## config.mk

```make
export PLATFORM = sky130hd
export DESIGN_NAME = spi_burst_control_flat
export DESIGN_NICKNAME = d
export VERILOG_FILES = /design/src/rtl/spi_burst_control_if.sv /design/src/rtl/spi_burst_control.sv /design/src/flat_wrapper.sv
export SDC_FILE = /design/constraint.sdc
export NUM_CORES = 1
export LEC_CHECK = 0
export ABC_AREA = 1
export CORE_MARGIN = 2
export CORE_UTILIZATION = 42
export DETAILED_ROUTE_END_ITERATION = 16
export GPL_TIMING_DRIVEN = 0
export PLACE_DENSITY = 0.85
export SLEW_MARGIN = 20
export SYNTH_ARGS = -nofsm -noshare
export SYNTH_HDL_FRONTEND = slang
export SYNTH_SLANG_ARGS = --single-unit
```

## constraint.sdc

```tcl
create_clock -name I_CLK -period 1.3 [get_ports I_CLK]
set_input_delay 0.26 -clock I_CLK [delete_from_list [all_inputs] [get_ports I_CLK]]
set_output_delay 0.26 -clock I_CLK [all_outputs]
set_load 0.03 [all_outputs]
```

## src/rtl/spi_burst_control_if.sv

```systemverilog
// Handshake and register-bus bundle for spi_burst_control.
// master: the burst controller side; slave: the client / IP side.
interface spi_burst_control_if #(
    parameter int unsigned DW    = 8,
    parameter int unsigned LEN_W = 4
);
    logic             I_START;
    logic [LEN_W-1:0] I_LEN;
    logic [2:0]       I_SS_SEL;
    logic [DW-1:0]    I_TX_DATA;
    logic             I_TX_VLD;
    logic             O_TX_RDY;
    logic [DW-1:0]    O_RX_DATA;
    logic             O_RX_VLD;
    logic             O_BUSY;
    logic             O_DONE;
    logic             O_ERR;
    logic             O_TX_EN;
    logic [2:0]       O_WADDR;
    logic [DW-1:0]    O_WDATA;
    logic             O_RX_EN;
    logic [2:0]       O_RADDR;
    logic [DW-1:0]    I_RDATA;

    modport master (
        input  I_START, I_LEN, I_SS_SEL, I_TX_DATA, I_TX_VLD, I_RDATA,
        output O_TX_RDY, O_RX_DATA, O_RX_VLD, O_BUSY, O_DONE, O_ERR,
        output O_TX_EN, O_WADDR, O_WDATA, O_RX_EN, O_RADDR
    );

    modport slave (
        output I_START, I_LEN, I_SS_SEL, I_TX_DATA, I_TX_VLD, I_RDATA,
        input  O_TX_RDY, O_RX_DATA, O_RX_VLD, O_BUSY, O_DONE, O_ERR,
        input  O_TX_EN, O_WADDR, O_WDATA, O_RX_EN, O_RADDR
    );
endinterface

```

## src/rtl/spi_burst_control.sv

```systemverilog
// Drives a register-mapped SPI IP through a burst of word transfers.
// Optional status-poll timeout is enabled by defining SPI_BURST_TIMEOUT_EN.
module spi_burst_control #(
    parameter int unsigned DW      = 8,
    parameter int unsigned LEN_W   = 4,
    parameter logic [7:0]  CTRL_ON = 8'h8B,
    parameter int unsigned TO_CYC  = 1024
) (
    input  logic I_CLK,
    input  logic I_RESET,
    spi_burst_control_if.master bus
);
    localparam logic [2:0] A_RXDATA  = 3'd0;
    localparam logic [2:0] A_TXDATA  = 3'd1;
    localparam logic [2:0] A_STATUS  = 3'd2;
    localparam logic [2:0] A_CONTROL = 3'd3;
    localparam logic [2:0] A_SSMASK  = 3'd4;

    typedef enum logic [3:0] {
        IDLE, SSMASK, CTRL, POLL_TRDY, GET_TX, WR_TX, POLL_RRDY, RD_RX, CTRL_OFF, FIN
    } state_t;

    state_t           st, st_nx;
    logic [1:0]       ph, ph_nx;
    logic [LEN_W-1:0] len_q, cnt;
    logic [2:0]       sel_q;
    logic [DW-1:0]    tx_q, rdata_q;
    logic [7:0]       ss_onehot;
    logic             start_d, armed, err;
    logic             start_rise, polling, timeout;

    // armed blocks a start that was already high when reset released
    assign start_rise = bus.I_START & ~start_d & armed;
    assign polling    = (st == POLL_TRDY) || (st == POLL_RRDY);
    assign ss_onehot  = 8'd1 << sel_q;

`ifdef SPI_BURST_TIMEOUT_EN
    localparam int unsigned TW = $clog2(TO_CYC + 1);
    logic [TW-1:0] poll_cnt;

    always_ff @(posedge I_CLK or posedge I_RESET) begin
        if (I_RESET)       poll_cnt <= '0;
        else if (!polling) poll_cnt <= '0;
        else               poll_cnt <= poll_cnt + TW'(1);
    end

    assign timeout = polling && (poll_cnt == TW'(TO_CYC - 1));
`else
    assign timeout = 1'b0;
`endif

    always_ff @(posedge I_CLK or posedge I_RESET) begin
        if (I_RESET) begin
            st <= IDLE;
            ph <= '0;
        end else begin
            st <= st_nx;
            ph <= ph_nx;
        end
    end

    // ph sequences the sub-cycles of a register access: 0-1 for writes, 0-3 for reads
    always_comb begin
        st_nx         = st;
        ph_nx         = ph + 2'd1;
        bus.O_TX_EN   = 1'b0;
        bus.O_WADDR   = '0;
        bus.O_WDATA   = '0;
        bus.O_RX_EN   = 1'b0;
        bus.O_RADDR   = '0;
        bus.O_TX_RDY  = 1'b0;
        bus.O_RX_VLD  = 1'b0;
        bus.O_RX_DATA = '0;
        bus.O_DONE    = 1'b0;
        unique case (st)
            IDLE: begin
                ph_nx = '0;
                if (start_rise) st_nx = SSMASK;
            end
            SSMASK: begin
                bus.O_TX_EN = (ph == 2'd0);
                bus.O_WADDR = A_SSMASK;
                bus.O_WDATA = DW'(ss_onehot);
                if (ph == 2'd1) begin st_nx = CTRL; ph_nx = '0; end
            end
            CTRL: begin
                bus.O_TX_EN = (ph == 2'd0);
                bus.O_WADDR = A_CONTROL;
                bus.O_WDATA = DW'(CTRL_ON);
                if (ph == 2'd1) begin st_nx = POLL_TRDY; ph_nx = '0; end
            end
            POLL_TRDY: begin
                bus.O_RX_EN = (ph == 2'd0);
                bus.O_RADDR = A_STATUS;
                if (ph == 2'd3 && rdata_q[5] && rdata_q[4]) begin
                    st_nx = GET_TX; ph_nx = '0;
                end else if (timeout) begin
                    st_nx = CTRL_OFF; ph_nx = '0;
                end
            end
            GET_TX: begin
                bus.O_TX_RDY = 1'b1;
                ph_nx        = '0;
                if (bus.I_TX_VLD) st_nx = WR_TX;
            end
            WR_TX: begin
                bus.O_TX_EN = (ph == 2'd0);
                bus.O_WADDR = A_TXDATA;
                bus.O_WDATA = tx_q;
                if (ph == 2'd1) begin st_nx = POLL_RRDY; ph_nx = '0; end
            end
            POLL_RRDY: begin
                bus.O_RX_EN = (ph == 2'd0);
                bus.O_RADDR = A_STATUS;
                if (ph == 2'd3 && rdata_q[6]) begin
                    st_nx = RD_RX; ph_nx = '0;
                end else if (timeout) begin
                    st_nx = CTRL_OFF; ph_nx = '0;
                end
            end
            RD_RX: begin
                bus.O_RX_EN = (ph == 2'd0);
                bus.O_RADDR = A_RXDATA;
                if (ph == 2'd2) begin
                    bus.O_RX_VLD  = 1'b1;
                    bus.O_RX_DATA = bus.I_RDATA;
                end
                if (ph == 2'd3) st_nx = (cnt == len_q) ? CTRL_OFF : POLL_TRDY;
            end
            CTRL_OFF: begin
                bus.O_TX_EN = (ph == 2'd0);
                bus.O_WADDR = A_CONTROL;
                if (ph == 2'd1) begin st_nx = FIN; ph_nx = '0; end
            end
            FIN: begin
                bus.O_DONE = 1'b1;
                st_nx      = IDLE;
                ph_nx      = '0;
            end
            default: begin
                st_nx = IDLE;
                ph_nx = '0;
            end
        endcase
    end

    always_ff @(posedge I_CLK or posedge I_RESET) begin
        if (I_RESET) begin
            start_d <= 1'b0;
            armed   <= 1'b0;
            len_q   <= '0;
            sel_q   <= '0;
            cnt     <= '0;
            tx_q    <= '0;
            rdata_q <= '0;
            err     <= 1'b0;
        end else begin
            start_d <= bus.I_START;
            if (!bus.I_START) armed <= 1'b1;
            if (st == IDLE && start_rise) begin
                len_q <= bus.I_LEN;
                sel_q <= bus.I_SS_SEL;
                cnt   <= '0;
                err   <= 1'b0;
            end
            if (st == GET_TX && bus.I_TX_VLD) tx_q <= bus.I_TX_DATA;
            if (polling && ph == 2'd2) rdata_q <= bus.I_RDATA;
            // stops at len_q, so a full-range burst never wraps the counter
            if (st == RD_RX && ph == 2'd3 && cnt != len_q) cnt <= cnt + LEN_W'(1);
            if (polling && st_nx == CTRL_OFF) err <= 1'b1;
        end
    end

    assign bus.O_BUSY = (st != IDLE);
    assign bus.O_ERR  = err;
endmodule
```

## src/flat_wrapper.sv

```systemverilog
// flat-port wrapper written by rule: the top's interface ports become plain ports
module spi_burst_control_flat 
#(
    parameter int unsigned DW      = 8,
    parameter int unsigned LEN_W   = 4,
    parameter logic [7:0]  CTRL_ON = 8'h8B,
    parameter int unsigned TO_CYC  = 1024
)
  (I_CLK, I_RESET, bus_I_START, bus_I_LEN, bus_I_SS_SEL, bus_I_TX_DATA, bus_I_TX_VLD, bus_I_RDATA, bus_O_TX_RDY, bus_O_RX_DATA, bus_O_RX_VLD, bus_O_BUSY, bus_O_DONE, bus_O_ERR, bus_O_TX_EN, bus_O_WADDR, bus_O_WDATA, bus_O_RX_EN, bus_O_RADDR);
  spi_burst_control_if #(.DW(DW), .LEN_W(LEN_W)) bus_i ();
  input  logic I_CLK;
  input  logic I_RESET;
  input wire logic [$bits(bus_i.I_START)-1:0] bus_I_START;
  input wire logic [$bits(bus_i.I_LEN)-1:0] bus_I_LEN;
  input wire logic [$bits(bus_i.I_SS_SEL)-1:0] bus_I_SS_SEL;
  input wire logic [$bits(bus_i.I_TX_DATA)-1:0] bus_I_TX_DATA;
  input wire logic [$bits(bus_i.I_TX_VLD)-1:0] bus_I_TX_VLD;
  input wire logic [$bits(bus_i.I_RDATA)-1:0] bus_I_RDATA;
  output wire logic [$bits(bus_i.O_TX_RDY)-1:0] bus_O_TX_RDY;
  output wire logic [$bits(bus_i.O_RX_DATA)-1:0] bus_O_RX_DATA;
  output wire logic [$bits(bus_i.O_RX_VLD)-1:0] bus_O_RX_VLD;
  output wire logic [$bits(bus_i.O_BUSY)-1:0] bus_O_BUSY;
  output wire logic [$bits(bus_i.O_DONE)-1:0] bus_O_DONE;
  output wire logic [$bits(bus_i.O_ERR)-1:0] bus_O_ERR;
  output wire logic [$bits(bus_i.O_TX_EN)-1:0] bus_O_TX_EN;
  output wire logic [$bits(bus_i.O_WADDR)-1:0] bus_O_WADDR;
  output wire logic [$bits(bus_i.O_WDATA)-1:0] bus_O_WDATA;
  output wire logic [$bits(bus_i.O_RX_EN)-1:0] bus_O_RX_EN;
  output wire logic [$bits(bus_i.O_RADDR)-1:0] bus_O_RADDR;
  assign bus_i.I_START = bus_I_START;
  assign bus_i.I_LEN = bus_I_LEN;
  assign bus_i.I_SS_SEL = bus_I_SS_SEL;
  assign bus_i.I_TX_DATA = bus_I_TX_DATA;
  assign bus_i.I_TX_VLD = bus_I_TX_VLD;
  assign bus_i.I_RDATA = bus_I_RDATA;
  assign bus_O_TX_RDY = bus_i.O_TX_RDY;
  assign bus_O_RX_DATA = bus_i.O_RX_DATA;
  assign bus_O_RX_VLD = bus_i.O_RX_VLD;
  assign bus_O_BUSY = bus_i.O_BUSY;
  assign bus_O_DONE = bus_i.O_DONE;
  assign bus_O_ERR = bus_i.O_ERR;
  assign bus_O_TX_EN = bus_i.O_TX_EN;
  assign bus_O_WADDR = bus_i.O_WADDR;
  assign bus_O_WDATA = bus_i.O_WDATA;
  assign bus_O_RX_EN = bus_i.O_RX_EN;
  assign bus_O_RADDR = bus_i.O_RADDR;
  spi_burst_control #(.DW(DW), .LEN_W(LEN_W), .CTRL_ON(CTRL_ON), .TO_CYC(TO_CYC)) u_core (.I_CLK(I_CLK), .I_RESET(I_RESET), .bus(bus_i));
endmodule
```

# After elaboration in Yosys (flattened, before gate mapping)
# Index checks and enable logic that the tools add are counted.
[word_totals] wordCells=80 inputBits=27 output_inout_bits=29 reg_bits=35
[op_classes] eq_ne=15 shifts=1 muxes=30 n_bitwise=3 n_addsub=2 n_reduce_logical=19
[op_table] cell="2-to-1 mux 4 bit" n=12
[op_table] cell="case mux 4 bit (9 select lines)" n=1
[op_table] cell="case mux 8 bit (3 select lines)" n=1
[op_table] cell="equality test 4 x 3 -> 1 bit (second input constant)" n=4
[op_table] cell="2-to-1 mux 8 bit" n=2
[op_table] cell="equality test 4 bit (second input constant)" n=3
[op_table] cell="logical AND 1 bit" n=9
[op_table] cell="case mux 3 bit (3 select lines)" n=1
[op_table] cell="equality test 4 x 2 -> 1 bit (second input constant)" n=2
[op_table] cell="2-to-1 mux 1 bit" n=8
[op_table] cell="2-to-1 mux 2 bit" n=4
[op_table] cell="case mux 2 bit (4 select lines)" n=1
[op_table] cell="<< shifter 1 x 3 -> 8 bit (first input constant)" n=1
[op_table] cell="adder 4 x 1 -> 4 bit (second input constant)" n=1
[op_table] cell="equality test 2 bit (second input constant)" n=2
[op_table] cell="equality test 4 x 1 -> 1 bit (second input constant)" n=1
[op_table] cell="equality test 4 bit" n=1
[op_table] cell="zero test 4 bit" n=1
[op_table] cell="!= test 4 bit" n=1
[op_table] cell="nonzero test 2 bit" n=2
[op_table] cell="nonzero test 4 bit" n=1
[op_table] cell="OR reduction 2 bit" n=2
[op_table] cell="OR reduction 4 bit" n=1
[op_table] cell="OR reduction 3 bit" n=1
[op_table] cell="6 further kinds" n=7

# Logic depth before layout (Yosys ltp)
# Gate-level depths: netlist of run 1.
[logic_depth] ltp_word=8 mapped_depth=9 depth_no_buf=9

# Worst setup path after synthesis of run 1
# OpenSTA, ideal clock, no wires.
[synth_timing] kind="flip-flop to output port" start="register u_core.st[2]" end="output port bus_O_WDATA[2]" n_path_buf=0 t_arrival_ps=1830 path_stages_with_launch=4 setup_slack_ps=-790 required_ps=1040 cell_sequence="dfrtp_1 -> nor3_2 -> nand3_1 -> o22ai_1"
[synth_via] elab_chain_len=2 word_cells_on_any_way=4
[synth_rtl] item="start, declared" line_no="spi_burst_control.sv:23" source="state_t st, st_nx;"
[synth_rtl] item="start signal, assigned" line_no="spi_burst_control.sv:57" source="st <= st_nx;"
[synth_rtl] item="equality test 4 x 3 -> 1 bit (tied with other cells)" line_no="spi_burst_control.sv:75" source="unique case (st)"
[synth_rtl] item="case mux 8 bit (3 select lines) *" line_no="spi_burst_control.sv:75"
[synth_rtl] item="end, declared" line_no="flat_wrapper.sv:27" source="output wire logic [$bits(bus_i.O_WDATA)-1:0] bus_O_WDATA;"
# Mark *: on every way between the ends. The rest lies on a longest branch, timed or not.

# Worst setup path after layout of run 1
[layout_timing] start="register u_core.st[0]" end="output port bus_O_TX_EN"
[layout_via] elab_chain_len=3 word_cells_on_any_way=6
[layout_rtl] item="equality test 4 x 1 -> 1 bit (tied with other cells)" line_no="spi_burst_control.sv:75"
[layout_rtl] item="OR reduction 4 bit (no line) *"
[layout_rtl] item="2-to-1 mux 1 bit *"
[layout_rtl] item="end, declared" line_no="flat_wrapper.sv:25" source="output wire logic [$bits(bus_i.O_TX_EN)-1:0] bus_O_TX_EN;"
# Marked as above.

==> results of run 1 <==
## layout by cell type, fill, tap and decap left out, types with 5 or more instances in the layout
master	n
nand2_1	63
buf_6	34
inv_1	30
buf_4	27
clkdlybuf4s50_1	26
dfrtp_1	25
nor2_4	13
o21ai_2	12
nand3_1	12
inv_2	9
nand3_2	8
nand2_2	7
nand4_1	7
nand2_4	6
nor2_1	6
o21ai_1	6
o21ai_0	6
clkbuf_8	6
dfrtp_2	6
ha_1	5
## cell type report
type,instances,area share
multi-input cells,172,0.365
repair buffers,87,0.264
flip-flops and latches,31,0.243
inverters,43,0.0550
clock buffers,6,0.0256
well taps,52,0.0201
plain buffers,6,0.0174
clock inverters,2,0.0108
## sequential cells by signal, summed over array words and instances (netlist names), 2 cells and up
name and flops:
u_core.rdata_q 3, u_core.ph 2, u_core.cnt 4, u_core.len_q 4, u_core.st 4, u_core.tx_q 8, u_core.sel_q 3
## worst paths after layout
check | from | endpoint | slack [ns] | depth (start not counted)
worst max-delay path | u_core.st[0] | bus_O_TX_EN | -0.58 | 7
worst min-delay path | I_RESET | u_core.sel_q[1] | 0.37 | 2
worst max register to register | u_core.st[2] | u_core.st[0] | -0.26 | 9
worst min register to register | u_core.armed | u_core.armed | 0.46 | 2
max in group asynchronous | I_RESET | u_core.st[1] | 0.45 | 2
min in group I_CLK | u_core.armed | u_core.armed | 0.46 | 2
## metrics by stage
stage	instances	util
after floorplan	252	-
after global placement	357	0.611
after detailed placement	357	0.611
after CTS	381	0.684
after global routing	399	0.747
final	399	0.747
## per-layer routing
layer / vias up / GRT usage / share of wire
li1: 976 / - / -
met1: 937 / 0.270 / 0.40
met2: 59 / 0.358 / 0.53
met3: 9 / 0.0356 / 0.048
met4: 0 / 0.0901 / 0.019
met5: - / 0 / 0
## cells by family (layout without fill, tap and decap cells)
kind of cell             count (synthesis)  in the layout  share of synthesized area
AO/OA/AOI/OAI                           30             30                     0.0941
AND/OR/NAND/NOR                        132            132                      0.326
buffers and inverters                   49            144                      0.114
adder cells (fa/ha/maj)                  6              6                     0.0401
flip-flops                              31             31                      0.414
other                                    1              2                    0.00200
XOR/XNOR                                 2              2                    0.00935
## repair_timing
action / 4_1_cts / 5_1_grt
cloned: 0 / 2
pin swaps: 9 / 8
resized for setup: 194 / 48
buffers inserted: 17 / 17
endpoints found under the setup margin: 54 / 54
## power groups by stage
| stage | combinational (mW) | sequential, mW | clock (mW) |
|---|---|---|---|
| floorplan | 2.20 | 1.64 | 0 |
| global route | 4.40 | 1.83 | 1.05 |
| detailed placement | 3.13 | 1.71 | 0 |
| finish | 4.10 | 1.79 | 0.975 |
| CTS | 3.45 | 1.72 | 0.988 |
| global placement | 3.04 | 1.69 | 0 |
==> summary.md, run 1 <==
| Metric | Value |
|---|---|
| Achievable clock frequency | 532 MHz |
| Largest stage delay, worst path | 0.44 ns |
| CP Class | flop to primary output |
| Drt wl/cell | between 10 and 15 um |
| Worst-path fanout max | 4 |
| Fin crit period | 1.88 ns |
| Filler cells | 306 |
| Total gr overflow | 0 |
| Die Ht | 70.8 um |
| Skew final | approximately 0.0095 ns |
| Placed wire-length estimate | 3.58 mm |
| DR pass1 iterations | 4 |
| Core Region | 4320 sq um |
| Crit path buf inv count | 3 |
| FF+latch count, synth | 31 |
| CP Launch Type | flop |
| Die Area | 5010 sq um |
| Area leader, netlist | dfrtp_1 |
| Final WL | 5.61 mm |
| Area share of the largest cell type after synthesis | 0.414 |
| Clock power share | 0.142 |
| First-pass GRT wire length | 8.42 mm |
| CP max stage cell | dfrtp_2 |
| Critical Path RT | between 1 and 1.5 ns |
| Layout overhead on the synthesized area | 72.3% |
| Clock buffer depth | 2 |
| Most common cell in the netlist | nand2_1 |
| Gate Count Post-Synth | 251 |
| Share of layout cells above drive strength 1 | 0.435 |
| Area contributors post-synth | dfrtp_1 41%, nand2_1 15%, inv_1 8.0%, nand3_1 5.6%, o21ai_0 4.3% |
| Synth unique cells | 29 |
| Number of CTS-inserted buffers | 5 |
| Internal power | 3.69 mW |
| Remaining DRCs | 0 |
| PortBufs | 53 |
| Final period util | 1.45 |
| Comb pwr share | 0.598 |
| Failing checks | negative setup slack |
| Number of global-route vias before repair | 1867 |
| Rel. slew slack | 0.571 |
| Ant diodes | 0 |
| Area after DPL | 2640 sq um |
| Final Hold Violating Endpoints | 0 |
| PwrDens | 2130 nW/um^2 |
| Setup TNS | -15.93 ns |
| Clk slew on worst S/H paths | ~0.070 ns |
| Initial DRC Count | 153 |
| Io pins | 56 |
| TritonCTS clock tree | yes |
| Largest net degree at the start of global routing | 32 |
| Hold_buf cts | 0 |
| Worst-skew pair later-pin latency | 0.29 ns |
| Area of the multi-input gates | 1180 sq um |
| Seq/Total Area, Yosys | 0.414 |
| Routability congestion estimate | 0.923 |
| Post-synth EDFFs | 0 |
| CP delay by family, top | simple AND/OR/NAND/NOR gates |
| Reg area | 783 sq um |
| ANT nets after route | 0 |
| Area of the mapped netlist | 1870 sq um |
| YS warnings | 0 |
| Sequential power share | 0.260 |
| Nets@finish | 379 |
| Unrepaired setup endpoints after global routing | true |
| Starting Density | 0.433 |
| Switching part of the total | 0.462 |
| Maximum VDD drop | 1.64 mV |
| Finished layout cell area | 3230 sq um |
| Max cap viols | 0 |
| Async S/R FF share, synth | 1.00 |
| Final setup vio count | 53 |
| H-tree depth | 2 |
| Clock net sink count | 31 |
| Worst Hold Class | input port to async pin |
| Final hold slack | roughly 0.37 ns |
| Lkg Pwr | around 1.6 nW |
| Power, Total | slightly below 7 mW |
| Dpl ws | -0.935 ns |
| Cells along the critical path | inv_2 > nor2_2 > nand2_1 > nand3_2 > nand2_1 > inv_2 > clkbuf_4 |
| Setup crit end kind | primary output |
| GR Util All Layers | 0.212 |
| Chip width | around 70 um |
| CP arrival | 1.62 ns |
| Psw | around 3.2 mW |
| Setup slack after layout | -0.579 ns |
| FP Rows | 24 |
| Slew at the pin with the worst max-slew slack | 0.642 ns |
| Ys flop type | dfrtp_1 |
| Status | finished with violations |
| Initial antenna violation count | 0 |
| Avg Inst Size Synth | 7.47 sq um |
| Via count | 1981 |
| Slew Limit Fails | 0 |
| Most frequent cells after synthesis | 75 x nand2_1, 40 x inv_1, 31 x dfrtp_1 |
| Via/cell ratio | 4.96 |
| Root Driver | clkbuf_8 |
Power figures use the tool's default switching activity.
==> run 2, diff against run 1 <==
==> constraint.sdc (replaced) <==
create_clock -name I_CLK -period 1.3 [get_ports I_CLK]
set_input_delay 0.195 -clock I_CLK [delete_from_list [all_inputs] [get_ports I_CLK]]
set_output_delay 0.195 -clock I_CLK [all_outputs]
set_load 0.03 [all_outputs]
==> summary.md, run 2 (same netlist as run 1, synthesis figures left out) <==
| Metric | Value |
|---|---|
| CP Launch Type | flop |
| Final period util | 1.44 (-0.00280) |
| Rel. slew slack | 0.564 (-0.00696) |
| Filler cells | 275 (-10%) |
| Worst-skew pair later-pin latency | 0.29 ns (about the same) |
| Unrepaired setup endpoints after global routing | true |
| Remaining DRCs | 0 (unchanged) |
| Total gr overflow | 0 (unchanged) |
| Starting Density | 0.433 (unchanged) |
| Layout overhead on the synthesized area | 76.0% |
| Worst Hold Class | input port to async pin |
| TritonCTS clock tree | yes |
| Cell count of the worst reg-to-reg path | 10 (+1) |
| Io pins | 56 (unchanged) |
| CP Class | flop to primary output |
| Drt wl/cell | 16.1 um (+15%) |
| DR pass1 iterations | 5 (+1) |
| Max FFs per register | 8 (unchanged) |
| Clk slew on worst S/H paths | 0.07 ns (about the same) |
| Routability congestion estimate | 0.860 (-6.8%) |
| Failing checks | negative setup slack |
| Slew Limit Fails | 0 (unchanged) |
| Number of CTS-inserted buffers | 5 (unchanged) |
| Via/cell ratio | 5.34 (+7.5%) |
| Fin cells | 400 (+0.25%) |
| Placed instance count | 357 (unchanged) |
| Clock buffer depth | 2 (unchanged) |
| Power, Total | 7.12 mW (+3.8%) |
| Placed wire-length estimate | 3.50 mm (-2.1%) |
| Largest stage delay, worst path | 0.45 ns (about the same) |
| Ant diodes | 0 (unchanged) |
| Die Ht | 70.8 um (unchanged) |
| Initial antenna violation count | 0 (unchanged) |
| Nets@finish | 380 (+0.26%) |
| Core Region | 4320 sq um (unchanged) |
| Number of global-route vias before repair | 2029 (+8.7%) |
| Lkg Pwr | 1.66 nW (+5.3%) |
| Max cap viols | 0 (unchanged) |
| Chip width | 70.8 um (unchanged) |
| First-pass GRT wire length | 9.38 mm (+11%) |
| Final Hold Violating Endpoints | 0 (unchanged) |
| Setup slack after layout | -0.575 ns (+0.00364 ns) |
| Initial DRC Count | 207 (+35%) |
| CP max stage cell | dfrtp_2 |
| Slew at the pin with the worst max-slew slack | 0.653 ns (+0.0104 ns) |
| Achievable clock frequency | 533 MHz (+0.19%) |
| Hold_buf cts | 0 (unchanged) |
| Skew final | 0.00415 ns (-0.00530 ns) |
| FP Rows | 24 (unchanged) |
| Maximum VDD drop | 1.16 mV (-29%) |
| Most frequent cells in the layout | 60 x nand2_1, 37 x buf_6, 30 x inv_1, 26 x clkdlybuf4s50_1, 25 x dfrtp_1 |
| Final WL | 6.44 mm (+15%) |
| Status | finished with violations |
| Worst-path fanout max | 5 (+1) |
| Largest net degree at the start of global routing | 32 (unchanged) |
| Die Area | 5010 sq um (unchanged) |
| CP arrival | 1.68 ns (+0.06 ns) |
| Share of layout cells above drive strength 1 | 0.460 (+0.0246) |
| Fin crit period | 1.87 ns (-0.00364 ns) |
| PortBufs | 53 (unchanged) |
| Most used cell, CP | buf_4 |
| Final setup vio count | 54 (+1.9%) |
| PwrDens | 2160 nW/um^2 (+1.6%) |
| Clock net sink count | 31 (unchanged) |
| GR Util All Layers | 0.236 (+0.0237) |
| Biggest register | u_core.tx_q |
| ANT nets after route | 0 (unchanged) |
| Via count | 2135 (+7.8%) |
| Commonest non-fill, non-tap cell in the layout | nand2_1 |
| Root Driver | clkbuf_8 |
| Critical Path RT | 1.11 ns (+0.07 ns) |
| Setup crit end kind | primary output |
| H-tree depth | 2 (unchanged) |
| Cells along the critical path | buf_4 > nor2_4 > nand3_4 > nand3_2 > nand2_1 > inv_2 > buf_4 |
==> run 2: cell types whose count changed in the layout (fill, tap and decap cells not counted), moves of 3 or more <==
cell     change
nand2_1      -3
o21ai_0      -4
buf_6        +3
nand3_2      +3
buf_4        -3
ha_4         +3
nand2_4      +5
o21ai_1      +5
nand3_1      -3
==> run 2: layout make-up <==
cell class / count / area [sq um] / area share
tap: 52 / 65.1 / 0.0197
timing repair buffer: 88 / 911 / 0.276
sequential: 31 / 783 / 0.237
inverter: 43 / 169 / 0.0512
multi-input combinational: 172 / 1230 / 0.374
clock inverter: 3 / 15.0 / 0.00455
buffer: 6 / 52.6 / 0.0159
clock buffer: 5 / 68.8 / 0.0209
==> run 2: repair_timing <==
action,in CTS,in global routing
gates cloned,1,1
pin swaps,21,12
setup endpoints to repair,53,55
setup buffers,24,12
resized for setup,237,38
==> run 2: final timing paths <==
kind | end | startpoint | slack, ns
min | u_core.tx_q[1] | I_RESET | 0.31
max in group asynchronous | u_core.st[0] | I_RESET | 0.52
max reg2reg | u_core.st[0] | u_core.st[1] | -0.44
min reg2reg | u_core.armed | u_core.armed | 0.47
min in group I_CLK | u_core.start_d | bus_I_START | 0.40
max | bus_O_TX_EN | u_core.st[1] | -0.57
==> run 2: per-layer routing <==
layer / track usage / vias up / share of wire
met5: 0 / - / 0
met4: 0.0964 / 0 / 0.034
met3: 0.0598 / 36 / 0.076
met2: 0.379 / 120 / 0.51
met1: 0.305 / 1004 / 0.38
li1: - / 975 / -
==> run 2: per-stage QoR <==
stage          instance area (sq um)  hold slack (ns)   util  worst slack, ns  TNS [ns]
2_1_floorplan                   2020            0.226      -           -0.364     -3.53
3_3_place_gp                    2610            0.439  0.604           -0.771    -27.35
3_5_place_dp                    2610            0.467  0.604           -0.822    -19.75
4_1_cts                         3100            0.331  0.717           -0.540    -13.05
5_1_grt                         3300            0.370  0.763           -0.614    -24.92
6_report                        3300            0.310  0.763           -0.575    -21.54
==> run 2: power by group <==
| part | internal (mW) | switching [mW] |
|---|---|---|
| Clock | 0.366 | 0.385 |
| Combinational | 1.94 | 2.64 |
| Sequential | 1.38 | 0.419 |
| Total | 3.68 | 3.44 |
==> run 2: worst max-delay path, delay by kind of cell (launching register included) <==
kind          cells  cell delay, ns
simple gates      4            0.59
flops             1            0.45
buf+inv           3            0.34
